**src/rtl/game_event_scheduler.sv**
```systemverilog
// game_event_scheduler
//
// Purpose:
//   A bank of NUM_CH independent game-event timers. Each channel is
//   programmed with a period measured in gameTime ticks and then either
//   fires once (one-shot) or keeps firing every period (periodic). Firing
//   produces a one-cycle eventPulse and sets a sticky pending flag. A fire
//   that lands while pending is still set also sets a sticky overrun flag.
//   Deadlines are compared wrap-safely, so timers keep working when
//   gameTime rolls over 2^32.
//
// Ports:
//   clk         sole clock, rising edge
//   reset       synchronous active-high reset
//   gameTime    free-running 32-bit game cycle count
//   cfgWr       one-cycle strobe that programs channel cfgCh
//   cfgCh       channel index for cfgWr (out-of-range writes are ignored)
//   cfgPeriod   period in gameTime ticks, 0 disarms the channel
//   cfgOneShot  1 = fire once then idle, 0 = periodic
//   ack         per-channel clear of pending and overrun
//   eventPulse  per-channel one-cycle firing pulse (registered)
//   pending     per-channel sticky "has fired" flag (registered)
//   overrun     per-channel sticky "fired again before ack" flag (registered)
//   armed       per-channel 1 while the timer is running (registered)

module game_event_scheduler #(
  parameter int NUM_CH   = 4,
  parameter int PERIOD_W = 24,
  localparam int CH_W    = (NUM_CH > 1) ? $clog2(NUM_CH) : 1
) (
  input  logic                clk,
  input  logic                reset,
  input  logic [31:0]         gameTime,
  input  logic                cfgWr,
  input  logic [CH_W-1:0]     cfgCh,
  input  logic [PERIOD_W-1:0] cfgPeriod,
  input  logic                cfgOneShot,
  input  logic [NUM_CH-1:0]   ack,
  output logic [NUM_CH-1:0]   eventPulse,
  output logic [NUM_CH-1:0]   pending,
  output logic [NUM_CH-1:0]   overrun,
  output logic [NUM_CH-1:0]   armed
);

  typedef enum logic {
    IDLE  = 1'b0,
    ARMED = 1'b1
  } chState_e;

  chState_e            state_q    [NUM_CH];
  chState_e            state_d    [NUM_CH];
  logic [31:0]         deadline_q [NUM_CH];
  logic [31:0]         deadline_d [NUM_CH];
  logic [PERIOD_W-1:0] period_q   [NUM_CH];
  logic [PERIOD_W-1:0] period_d   [NUM_CH];
  logic [NUM_CH-1:0]   oneShot_q;
  logic [NUM_CH-1:0]   oneShot_d;
  logic [NUM_CH-1:0]   pulse_q;
  logic [NUM_CH-1:0]   pulse_d;
  logic [NUM_CH-1:0]   pending_q;
  logic [NUM_CH-1:0]   pending_d;
  logic [NUM_CH-1:0]   overrun_q;
  logic [NUM_CH-1:0]   overrun_d;

  logic [31:0]         timeDiff   [NUM_CH];
  logic [NUM_CH-1:0]   cfgHit;
  logic [NUM_CH-1:0]   due;
  logic                cfgInRange;
  logic [31:0]         cfgPeriodExt;

  // A write to a channel index beyond NUM_CH must not touch any channel.
  assign cfgInRange   = (32'(cfgCh) < 32'(NUM_CH));
  assign cfgPeriodExt = 32'(cfgPeriod);

  // Per-channel decode of the config strobe and the fire condition.
  // The fire test uses the sign bit of (gameTime - deadline) so that a
  // deadline just past the 2^32 wrap is still seen as "in the future".
  always_comb begin
    cfgHit = '0;
    due    = '0;
    for (int i = 0; i < NUM_CH; i++) begin
      timeDiff[i] = gameTime - deadline_q[i];
      cfgHit[i]   = cfgWr && cfgInRange && (cfgCh == CH_W'(i));
      due[i]      = (state_q[i] == ARMED) && !timeDiff[i][31];
    end
  end

  // Next-state logic. Priority per channel: a config write beats a fire
  // (the old deadline is simply discarded), and a fire beats ack so that a
  // firing is never lost. A periodic re-arm adds the period to the old
  // deadline rather than to gameTime, so late service never causes drift.
  always_comb begin
    pulse_d   = '0;
    pending_d = pending_q;
    overrun_d = overrun_q;
    oneShot_d = oneShot_q;
    for (int i = 0; i < NUM_CH; i++) begin
      state_d[i]    = state_q[i];
      deadline_d[i] = deadline_q[i];
      period_d[i]   = period_q[i];

      if (cfgHit[i]) begin
        if (cfgPeriod != '0) begin
          state_d[i]    = ARMED;
          period_d[i]   = cfgPeriod;
          oneShot_d[i]  = cfgOneShot;
          deadline_d[i] = gameTime + cfgPeriodExt;
        end else begin
          state_d[i] = IDLE;
        end
        if (ack[i]) begin
          pending_d[i] = 1'b0;
          overrun_d[i] = 1'b0;
        end
      end else if (due[i]) begin
        pulse_d[i]    = 1'b1;
        pending_d[i]  = 1'b1;
        overrun_d[i]  = ack[i] ? 1'b0 : (overrun_q[i] | pending_q[i]);
        deadline_d[i] = deadline_q[i] + 32'(period_q[i]);
        if (oneShot_q[i]) begin
          state_d[i] = IDLE;
        end
      end else if (ack[i]) begin
        pending_d[i] = 1'b0;
        overrun_d[i] = 1'b0;
      end
    end
  end

  // State register; reset wipes every channel back to an idle, zeroed timer.
  always_ff @(posedge clk) begin
    if (reset) begin
      for (int i = 0; i < NUM_CH; i++) begin
        state_q[i]    <= IDLE;
        deadline_q[i] <= '0;
        period_q[i]   <= '0;
      end
      oneShot_q <= '0;
      pulse_q   <= '0;
      pending_q <= '0;
      overrun_q <= '0;
    end else begin
      for (int i = 0; i < NUM_CH; i++) begin
        state_q[i]    <= state_d[i];
        deadline_q[i] <= deadline_d[i];
        period_q[i]   <= period_d[i];
      end
      oneShot_q <= oneShot_d;
      pulse_q   <= pulse_d;
      pending_q <= pending_d;
      overrun_q <= overrun_d;
    end
  end

  // All outputs come straight from flops.
  always_comb begin
    armed = '0;
    for (int i = 0; i < NUM_CH; i++) begin
      armed[i] = (state_q[i] == ARMED);
    end
  end

  assign eventPulse = pulse_q;
  assign pending    = pending_q;
  assign overrun    = overrun_q;

endmodule

```
**config.mk**
```make
export PLATFORM = sky130hd
export DESIGN_NAME = game_event_scheduler
export DESIGN_NICKNAME = d
export VERILOG_FILES = /design/src/rtl/game_event_scheduler.sv
export SDC_FILE = /design/constraint.sdc
export NUM_CORES = 1
export LEC_CHECK = 0
export CAP_MARGIN = 25
export CORE_AREA = 2 2 189 191
export DETAILED_ROUTE_END_ITERATION = 8
export DIE_AREA = 0 0 191 193
export GPL_TIMING_DRIVEN = 1
export PLACE_DENSITY = 0.73
export SETUP_SLACK_MARGIN = 0.2
export SLEW_MARGIN = 20
export SYNTH_ARGS = -nofsm -noshare
export SYNTH_HDL_FRONTEND = slang
export SYNTH_SLANG_ARGS = --single-unit
```
**constraint.sdc**
```tcl
create_clock -name clk -period 4 [get_ports clk]
set_clock_uncertainty 0.2 [all_clocks]
set_input_delay 0.6 -clock clk [delete_from_list [all_inputs] [get_ports clk]]
set_output_delay 0.6 -clock clk [all_outputs]
set_load 0.02 [all_outputs]
```
==> reports/results.md <==
- complete, no violations — outcome
- 0 — Congestion Overflow GR
- 22800 µm² — cell area after layout
- 99200 µm — wire length of the first global-routing pass
- 16.5% — post-synthesis share of cell area spent on full adders, half adders and majority gates
- 20.3 µm — wire length per cell after detailed routing
- 53.9% — starting utilization of the core area
- yes — TritonCTS clock tree
- 6390 µm — DR WL met3
- 0 — max-cap violation count
- 19700 — number of vias in the routed layout
- compound AO/OA/AOI/OAI gates — category of cells accounting for the largest share of critical-path delay
- dfxtp_1, ha_1, nand2_1 — leading post-synthesis cells by cell area
- 0.00521 W — internal power summed over all cells
- 2780 — syn nets
- 1.21 ns — actual slew at the worst max-slew pin
- 65.3% — share of the core filled with cells
- 27900 µm — WL met1
- 0 — final count of hold timing violations
- 25.9% — top cell type's share of synthesized area
- 3 — Bufs on Longest Clock Path
- 1.00 — RePlAce Congestion
- 0.58 ns — clock insertion delay at the later pin of the skew report
- flip-flop — Setup crit end kind
- 0 — YS warnings
- 81 — number of buffer cells added on primary ports
- clkdlybuf4s50_1 — CP max-delay cell
- 5 — drt pass-1 iters
- 4.00 ns — arrival time at the worst endpoint
- 4 — largest driver fanout on the critical path
- 21500 µm² — total placed instance area
- 50000 µm — Detail Placement HPWL
- 19.7% — share of synthesized cell area in and, or, nand and nor gates
- 9.59 nW — Lkg Pwr
- 193 µm — chip height
- clkdlybuf4s50_1, ha_1, o21ai_0, o21bai_2, a211oi_1, buf_4, o21ai_1, a221oi_1, buf_4, o21ba_2, nor3b_1, xor2_2, a21oi_1, a21oi_1 — chain of cells forming the critical path
- 0 — number of hold-repair buffers added at the cts stage
- 332 nW/µm² — pwr/cell area
- clkbuf_16 — root buf cell
- 0.00237 W — net switching power of the design
- 3.70 ns — Tmin final
- 12.4% — share of post-route cells with drive strength above 1
- 0.52 ns — stage delay of the slowest cell on the critical path
- 0.06 ns — Reg clk slew, reported paths
- 0 — Post-DRT Antenna Nets
- 3002 — number of nets in the finished design
- 5.11% — fraction of synthesized cell area in xor and xnor cells
- 3 — Bufs and invs on worst path
- 0.000383 V — maximum vdd ir drop
- input port — startpoint types
- 18900 µm² — Mapped Area
- 0 — antenna violations before repair
- input port to flip-flop — worst setup path category
- 0 — number of setup violations in the final report
- 69 — Site Rows
- 7.64 µm² — syn avg cell area
- 28200 µm — routed length on met2
- 0.270 GHz — Fmax achieved
- 2469 — post-synthesis cell count
- 25.9% — sequential fraction of the synthesis area
- 35000 µm² — total core area
- 0% — share of flip-flops with an asynchronous set or reset after synthesis
- dfxtp_1 — library cell with the largest summed area after synthesis
- 27.2% — share of the synthesized area in compound gates (AO/OA/AOI/OAI)
- 3173 — final instance count without filler cells
- 244 — flip-flop and latch count after synthesis
- 209 — maximum number of pins on one net before global-route repair
- 4.30 ns — required time reported for the critical path endpoint
- 19.1% — worst rel slew slack
- compound AO/OA/AOI/OAI gates — largest family of logic cells by synthesized area
- 6.20 — Via-to-Cell Ratio
- 1573 — first-iteration detailed-routing DRC count
- 82 — I/O pin count
- met4 — max layer used
- dfxtp_1 — top_reg_cell synth
- 38.8% — Clk network pwr share
- 30 — clock buffer count from CTS
- 18700 — via count of the first global-routing pass
- 191 µm — Chip Width
- 31.3% — switching fraction of total power
- 34.9% — register share of total power
- 34.2% — total track usage
- 26.3% — Logic pwr share
- 64500 µm — sum of routed wire length over all layers
- 1 — # H-tree levels
- 87 — unique cell type count in the Yosys netlist
- input port to flip-flop — worst min path class
- 0 — drc violations
- 3114 — number of instances in the placed design
- 0.265% — mux share of post-synthesis cell area
- 21.1% — Area Overhead vs Synth
- 92.5% — Period Utilization, post-route
- 244 — Clock Sinks
- 0 — Final Slew Violations
- 36900 µm² — die outline area
- 0 — number of flops mapped to enable cells by yosys
- yes — setup repair after global routing missed its margin
- 0 — number of antenna repair diodes
[flip-flops by register name, summed over array words and instances (netlist names)]
name,flops
oneShot_q,4
overrun,4
eventPulse,4
state_q,4
period_q,96
deadline_q,128
pending,4
[per-stage QoR]
| step | setup slack, ns | power [W] | hold slack, ns | TNS [ns] |
|---|---|---|---|---|
| floorplan | 0.508 | 0.00377 | 0.233 | 0 |
| global placement | -0.527 | 0.00453 | 0.245 | -34.25 |
| detailed placement | -0.562 | 0.00459 | 0.248 | -40.67 |
| CTS | 0.202 | 0.00753 | 0.190 | 0 |
| global route | 0.151 | 0.00787 | 0.216 | 0 |
| finish | 0.301 | 0.00759 | 0.210 | 0 |
[cell families (layout without fill, tap and decap cells)]
kind of cell             after synthesis  after routing
AO/OA/AOI/OAI                        791            791
XOR/XNOR                             110            110
adder cells (fa/ha/maj)              245            245
buffers and inverters                260            503
flip-flops                           244            244
multiplexers                           5              5
AND/OR/NAND/NOR                      814            814
[power by group through the flow]
stage / combinational (W) / sequential (W) / clock, W
after CTS: 0.00191 / 0.00264 / 0.00297
after global routing: 0.00216 / 0.00266 / 0.00306
final: 0.00200 / 0.00265 / 0.00295
after detailed placement: 0.00189 / 0.00269 / 0
after floorplan: 0.00110 / 0.00267 / 0
after global placement: 0.00184 / 0.00269 / 0
[path summary, 6_finish.rpt]
| kind | from | end | slack (ns) | cells after the start |
|---|---|---|---|---|
| setup / recovery | gameTime[2] | deadline_q[1][31] | 0.30 | 14 |
| hold / removal | reset | eventPulse[1] | 0.21 | 2 |
| setup reg to reg | deadline_q[2][0] | deadline_q[2][28] | 0.33 | 13 |
| hold reg to reg | period_q[0][2] | period_q[0][2] | 0.26 | 2 |
[area by class of cell]
cell class                 count  area, µm²
timing repair buffer         303       2590
sequential                   244       4880
inverter                     147        552
clock buffer                  43        881
clock inverter                10        175
tap                          461        577
multi-input combinational   1965      13200
fill                        2982      12100
[synth_stat cells, drive strengths merged, types with 36 or more instances]
master,count
xor2,46
nor2,160
dfxtp,244
a21o,59
a211oi,120
xnor2,64
ha,240
o21ai,103
nand2,385
a31oi,38
nand3,52
inv,146
clkbuf,92
a21oi,285
nand2b,36
[routing by layer]
metal | vias up | track usage, %
met2 | 848 | 54.5
met1 | 9300 | 47.2
met3 | 123 | 5.88
met5 | - | 0
met4 | 0 | 10.9
li1 | 9404 | -
[cell usage in the layout (no fill, tap or decap), types with 18 or more instances in the layout]
master,count
nor3_1,30
inv_1,145
a31oi_1,38
xnor2_1,62
o21a_1,22
a21oi_1,282
clkdlybuf4s50_1,77
buf_4,214
and3_1,18
nand2b_1,34
a211oi_1,116
xor2_1,43
a21o_1,59
clkbuf_16,31
a221oi_1,22
o211ai_1,28
and2_1,22
o21ai_0,96
dfxtp_1,244
ha_1,238
nand4_1,30
nand3_1,52
nand2_1,384
nor2_1,152
[what timing repair did]
action | CTS | global route
gates resized for setup | 4 | 39
pin swaps | 1 | 17
setup buffers | 0 | 6
setup endpoints to repair | 40 | 94
[worst register-to-register path, stage by stage, from the launching register on]
cell and delay, ns:
dfxtp_1 0.37, ha_2 0.22, inv_1 0.06, fa_1 0.38
nand2b_2 0.23, a21oi_4 0.19, o2111ai_2 0.18, a311oi_2 0.42
o21a_1 0.22, a221o_1 0.21, and3_2 0.25, nand3_1 0.11
or4_1 0.41, a31oi_1 0.16
(Power assumes the default switching activity.)
